[src/rtl/delay_pipe_ctrl_if.sv]
`default_nettype none
// ============================================================================
//  Module      : delay_pipe_ctrl_if
//  Description : Handshake, flush and status bundle for delay_pipe_ctrl.
//                Signal suffixes are relative to the controller: the slave
//                modport is the controller, and the master modport is the
//                surrounding logic that drives it.
//  Revision    : 1.0 - initial release
// ============================================================================
interface delay_pipe_ctrl_if #(
    parameter int Latency   = 4,
    parameter int StallBits = 16
);
    localparam int CountBits = $clog2(Latency + 1);

    logic                 flush_i;
    logic                 in_valid_i;
    logic                 in_ready_o;
    logic                 out_valid_o;
    logic                 out_ready_i;
    logic                 en_o;
    logic [CountBits-1:0] occupancy_o;
    logic                 busy_o;
    logic [StallBits-1:0] stall_cnt_o;

    modport slave (
        input  flush_i,
        input  in_valid_i,
        input  out_ready_i,
        output in_ready_o,
        output out_valid_o,
        output en_o,
        output occupancy_o,
        output busy_o,
        output stall_cnt_o
    );

    modport master (
        output flush_i,
        output in_valid_i,
        output out_ready_i,
        input  in_ready_o,
        input  out_valid_o,
        input  en_o,
        input  occupancy_o,
        input  busy_o,
        input  stall_cnt_o
    );
endinterface
`default_nettype wire

[src/rtl/delay_pipe_ctrl.sv]
`default_nettype none
// ============================================================================
//  Module      : delay_pipe_ctrl
//  Description : Flow controller for a fixed-latency delay line whose stages
//                share a single enable. A valid shift register shadows the
//                datapath; the enable stalls the whole chain when the
//                consumer back-pressures. Provides flush, occupancy and a
//                saturating stall-cycle counter. Legal Latency: 1..64.
//  Revision    : 1.0 - initial release
// ============================================================================
module delay_pipe_ctrl #(
    parameter int Latency   = 4,
    parameter int StallBits = 16
) (
    input  wire               clk_i,
    input  wire               rst_i,
    delay_pipe_ctrl_if.slave  bus
);
    localparam int CountBits = $clog2(Latency + 1);

    localparam logic [CountBits-1:0] c_occ_one   = CountBits'(1);
    localparam logic [StallBits-1:0] c_stall_one = StallBits'(1);
    localparam logic [StallBits-1:0] c_stall_max = '1;

    logic [Latency-1:0]   v_q;
    logic [Latency-1:0]   v_d;
    logic [Latency-1:0]   v_shift;
    logic [CountBits-1:0] occ_q;
    logic [CountBits-1:0] occ_d;
    logic [StallBits-1:0] stall_q;
    logic [StallBits-1:0] stall_d;

    logic last_valid;
    logic en;
    logic accept;
    logic emit;
    logic stall_now;

    // The output stage valid bit drives the whole handshake.
    assign last_valid = v_q[Latency-1];

    // The chain advances unless flushing or the held output is refused.
    assign en        = !bus.flush_i && (!last_valid || bus.out_ready_i);
    assign accept    = bus.in_valid_i && en;
    assign emit      = last_valid && !bus.flush_i && bus.out_ready_i;
    assign stall_now = last_valid && !bus.out_ready_i && !bus.flush_i;

    assign bus.en_o        = en;
    assign bus.in_ready_o  = en;
    assign bus.out_valid_o = last_valid && !bus.flush_i;
    assign bus.occupancy_o = occ_q;
    assign bus.busy_o      = (occ_q != '0);
    assign bus.stall_cnt_o = stall_q;

    // A one-stage chain has nothing to shift from, so it takes the input bit.
    generate
        if (Latency == 1) begin : g_shift_single
            assign v_shift = bus.in_valid_i;
        end else begin : g_shift_multi
            assign v_shift = {v_q[Latency-2:0], bus.in_valid_i};
        end
    endgenerate

    // Next-state logic: flush wins, otherwise shift/count on handshake events.
    always_comb begin
        v_d     = v_q;
        occ_d   = occ_q;
        stall_d = stall_q;
        if (bus.flush_i) begin
            v_d     = '0;
            occ_d   = '0;
            stall_d = '0;
        end else begin
            if (en) begin
                v_d = v_shift;
            end
            if (accept && !emit) begin
                occ_d = occ_q + c_occ_one;
            end else if (emit && !accept) begin
                occ_d = occ_q - c_occ_one;
            end
            if (stall_now && (stall_q != c_stall_max)) begin
                stall_d = stall_q + c_stall_one;
            end
        end
    end

    // State registers; reset empties the pipe and clears statistics.
    always_ff @(posedge clk_i or posedge rst_i) begin
        if (rst_i) begin
            v_q     <= '0;
            occ_q   <= '0;
            stall_q <= '0;
        end else begin
            v_q     <= v_d;
            occ_q   <= occ_d;
            stall_q <= stall_d;
        end
    end
endmodule
`default_nettype wire

[src/flat_wrapper.sv]
// flat-port wrapper written by rule: the top's interface ports become plain ports
module delay_pipe_ctrl_flat 
#(
    parameter int Latency   = 4,
    parameter int StallBits = 16
)
  (clk_i, rst_i, bus_flush_i, bus_in_valid_i, bus_out_ready_i, bus_in_ready_o, bus_out_valid_o, bus_en_o, bus_occupancy_o, bus_busy_o, bus_stall_cnt_o);
  delay_pipe_ctrl_if #(.Latency(Latency), .StallBits(StallBits)) bus_i ();
  input  wire clk_i;
  input  wire rst_i;
  input wire logic [$bits(bus_i.flush_i)-1:0] bus_flush_i;
  input wire logic [$bits(bus_i.in_valid_i)-1:0] bus_in_valid_i;
  input wire logic [$bits(bus_i.out_ready_i)-1:0] bus_out_ready_i;
  output wire logic [$bits(bus_i.in_ready_o)-1:0] bus_in_ready_o;
  output wire logic [$bits(bus_i.out_valid_o)-1:0] bus_out_valid_o;
  output wire logic [$bits(bus_i.en_o)-1:0] bus_en_o;
  output wire logic [$bits(bus_i.occupancy_o)-1:0] bus_occupancy_o;
  output wire logic [$bits(bus_i.busy_o)-1:0] bus_busy_o;
  output wire logic [$bits(bus_i.stall_cnt_o)-1:0] bus_stall_cnt_o;
  assign bus_i.flush_i = bus_flush_i;
  assign bus_i.in_valid_i = bus_in_valid_i;
  assign bus_i.out_ready_i = bus_out_ready_i;
  assign bus_in_ready_o = bus_i.in_ready_o;
  assign bus_out_valid_o = bus_i.out_valid_o;
  assign bus_en_o = bus_i.en_o;
  assign bus_occupancy_o = bus_i.occupancy_o;
  assign bus_busy_o = bus_i.busy_o;
  assign bus_stall_cnt_o = bus_i.stall_cnt_o;
  delay_pipe_ctrl #(.Latency(Latency), .StallBits(StallBits)) u_core (.clk_i(clk_i), .rst_i(rst_i), .bus(bus_i));
endmodule
[config.mk]
export PLATFORM = sky130hd
export DESIGN_NAME = delay_pipe_ctrl_flat
export DESIGN_NICKNAME = d
export VERILOG_FILES = /design/src/rtl/delay_pipe_ctrl_if.sv /design/src/rtl/delay_pipe_ctrl.sv /design/src/flat_wrapper.sv
export SDC_FILE = /design/constraint.sdc
export NUM_CORES = 1
export LEC_CHECK = 0
export CAP_MARGIN = 25
export CORE_MARGIN = 1
export CORE_UTILIZATION = 30
export DETAILED_ROUTE_END_ITERATION = 12
export PLACE_DENSITY_LB_ADDON = 0.05
export SYNTH_ARGS = -nofsm -noshare
export SYNTH_HDL_FRONTEND = slang
export SYNTH_SLANG_ARGS = --single-unit
[constraint.sdc]
create_clock -name clk_i -period 2.2 [get_ports clk_i]
set_input_delay 0.33 -clock clk_i [delete_from_list [all_inputs] [get_ports clk_i]]
set_output_delay 0.33 -clock clk_i [all_outputs]
set_load 0.1 [all_outputs]
==> impl_metrics.env <==
export IMPL_vias=1152
export IMPL_wire_per_inst_um=14.8
export IMPL_post_route_util_pct=42.1
export IMPL_port_buffers=27
export IMPL_synth_xor_area_share_pct=1.31
export IMPL_worstSetupPathDepth=5
export IMPL_place_congestion=0.797
export IMPL_clk_latency_ps=270
export IMPL_wirelength_mm=3.22
export IMPL_cts_hold_buf=0
export IMPL_syn2layout_area_growth_pct=30.2
export IMPL_synthCells=137
export IMPL_core_area_um2=4140
export IMPL_synthesis_nets=144
export IMPL_yosys_area_share_adder_pct=2.43
export IMPL_rsz0062_at_grt="false"
export IMPL_tns_ps=0
export IMPL_n_antenna_cell=0
export IMPL_grt_pass1_wl_mm=5.54
export IMPL_crit_fanout=8
export IMPL_path_buf_inv=0
export IMPL_crit_path_cell_trace="ha_1, nand4_4, nand3b_1, o311ai_0, o41ai_1"
export IMPL_synth_edf_count=0
export IMPL_numCtsBuffers=3
export IMPL_slew_headroom_pct=67.6
export IMPL_fmax_mhz=534
export IMPL_antenna_found_initial=0
export IMPL_max_stage_delay_ps=400
export IMPL_critical_path_arrival_ps=2010
export IMPL_synth_seq_area_share_pct=43.0
export IMPL_vias_per_cell=5.28
export IMPL_critPathKind="register to register"
export IMPL_drt_iter0_drc=90
export IMPL_status="finished, final reports clean"
export IMPL_synth_compound_area_share_pct=15.0
export IMPL_synthArstFlopShare_pct=100
export IMPL_ys_types=42
export IMPL_root_buffer="clkbuf_8"
export IMPL_first_pass_iters=4
export IMPL_grt_use_total_pct=16.1
export IMPL_synth_top_area_share_pct=43.0
export IMPL_num_io_pins=28
export IMPL_worst_setup_path_start_kind="register"
export IMPL_reg2reg_from="u_core.bus.stall_cnt_o[0]$_DFFE_PP0P_"
export IMPL_cts_tree="done"
export IMPL_leakage_nw=0.762
export IMPL_fp_dieW_um=68.8
export IMPL_initial_utilization_pct=32.3
export IMPL_drc=0
export IMPL_end_kind="register"
export IMPL_nNetsFinal=176
export IMPL_timing_final_crit_share_pct=85.1
export IMPL_crit_required_ps=2340
export IMPL_post_route_min_period_ps=1870
export IMPL_dp_hpwl_mm=2.37
export IMPL_r2r_end="u_core.bus.stall_cnt_o[12]$_DFFE_PP0P_"
export IMPL_cap_violations=0
export IMPL_antenna_left=0
export IMPL_finalHoldViolCount=0
export IMPL_syn_area_um2=1340
export IMPL_clk_pin_slew_ps=90
export IMPL_synthTopCellsByCount="23 x dfrtp_1, 14 x nor2_1, 11 x nand2_1"
export IMPL_overflow=0
export IMPL_cp_slowest_cell="dfrtp_2"
export IMPL_post_cts_buffers=0
export IMPL_cts_resized=0
export IMPL_setup_viol=0
export IMPL_die_h_um=68.8
export IMPL_muxShareOfSynthArea_pct=4.86
export IMPL_yosysMostFrequentCell="dfrtp_1"
export IMPL_slew_violations=0
export IMPL_die_area_um2=4730
export IMPL_clock_skew_ps=4.46
export IMPL_num_rows=23
export IMPL_syn_area_per_cell_um2=9.77
export IMPL_clk_path_buf_depth=2
export IMPL_ys_ff_latch=23
export IMPL_r2r_slack_ps=330
export IMPL_drive_gt1_share_pct=29.2
export IMPL_htreeDepth=1
export IMPL_synth_top_family_by_area="simple AND/OR/NAND/NOR gates"
export IMPL_cts_sinks=23
export IMPL_powerDensity_nw_per_um2=525
export IMPL_synth_area_leaders="dfrtp_1 43%, nor2_1 3.9%, mux2i_1 3.7%"
export IMPL_reg2reg_depth=5
export IMPL_synth_area_leader_cell="dfrtp_1"
export IMPL_hold_path_class="input pin to async pin"
export IMPL_grt_start_max_net_pins=24
export IMPL_worst_slew_pin_slew_ps=482
export IMPL_synth_simple_gate_area_share_pct=30.0
export IMPL_vdd_ir_drop_max_uv=464
export IMPL_synth_flop_cell="dfrtp_1"
export IMPL_synth_warnings=0
export IMPL_crit_family="simple AND/OR/NAND/NOR gates"
export IMPL_grt_pass1_vias=1104
cell usage in the layout, fill, tap and decap left out, types with 2 or more instances in the layout:
cell | synthesis | final
o21ai_0 | 6 | 6
nor2_1 | 14 | 13
mux2i_1 | 5 | 5
nand3b_1 | 2 | 2
dfrtp_2 | 0 | 10
and3_1 | 3 | 3
nand4_2 | 2 | 2
clkdlybuf4s50_1 | 0 | 4
a21oi_1 | 7 | 7
o31ai_1 | 3 | 3
a211oi_1 | 6 | 6
buf_12 | 0 | 4
dfrtp_1 | 23 | 13
or3_1 | 4 | 4
nor4_1 | 4 | 4
nor2b_1 | 3 | 3
clkbuf_8 | 0 | 3
or4_1 | 3 | 3
nand3_1 | 2 | 2
nand4_1 | 4 | 4
inv_1 | 6 | 6
xnor2_1 | 2 | 2
and2_1 | 2 | 2
buf_4 | 1 | 24
nand2_1 | 11 | 11
and3b_1 | 2 | 2
nor4_4 | 2 | 2
registers in the layout, indices dropped and copies added (netlist names):
name                    flops
u_core.bus.occupancy_o      3
u_core.v_q                  4
u_core.bus.stall_cnt_o     16
metal layers:
layer	wire, um	up-vias	GRT usage (%)
met5	0	-	0
met4	25	0	3.83
met3	126	2	3.95
met2	1450	23	25.0
met1	1610	556	22.4
li1	-	571	-
metrics by stage:
stage	setup WS [ps]	instance area [um^2]	total power, W	std cells	hold WS [ps]
floorplan	7.20	1360	0.000597	137	331
global placement	192	1700	0.000655	214	486
detailed placement	147	1700	0.000655	214	514
CTS	293	1740	0.000934	218	411
global route	209	1740	0.000967	218	455
finish	329	1740	0.000915	218	400
worst max-delay path by stage:
stage	slack, ps	to	from
2_1_floorplan	7	u_core.bus.stall_cnt_o[0]$_DFFE_PP0P_	u_core.bus.stall_cnt_o[13]$_DFFE_PP0P_
3_3_place_gp	190	u_core.bus.occupancy_o[2]$_DFFE_PP0P_	bus_flush_i
3_5_place_dp	150	u_core.bus.stall_cnt_o[12]$_DFFE_PP0P_	bus_out_ready_i
4_1_cts	290	u_core.bus.stall_cnt_o[12]$_DFFE_PP0P_	u_core.bus.stall_cnt_o[0]$_DFFE_PP0P_
5_1_grt	210	u_core.bus.stall_cnt_o[12]$_DFFE_PP0P_	u_core.bus.stall_cnt_o[0]$_DFFE_PP0P_
6_report	330	u_core.bus.stall_cnt_o[12]$_DFFE_PP0P_	u_core.bus.stall_cnt_o[0]$_DFFE_PP0P_
report_power, final:
group	internal (W)	switching [W]
Combinational	0.0000566	0.000148
Clock	0.000129	0.000140
Sequential	0.000432	0.00000947
Total	0.000618	0.000297
cell families after synthesis:
logic type | count (synthesis)
mux | 6
xor+xnor | 2
fa+ha+maj | 2
compound gates | 30
flops | 23
buf+inv | 11
simple gates | 63
worst register-to-register path, cell delays in order (launching register included):
cell	delay [ps]
dfrtp_2	400
ha_1	250
nand4_4	210
nand3b_1	350
o311ai_0	400
o41ai_1	130
cell type report:
cell class                      count  area (um^2)
Fill cell                         432         2400
Multi-Input combinational cell    103          724
Sequential cell                    23          588
Timing Repair Buffer               32          300
Tap cell                           50         62.6
Clock buffer                        4         45.0
Inverter                            6         22.5
Note: power is estimated with default switching activity, not from simulation.
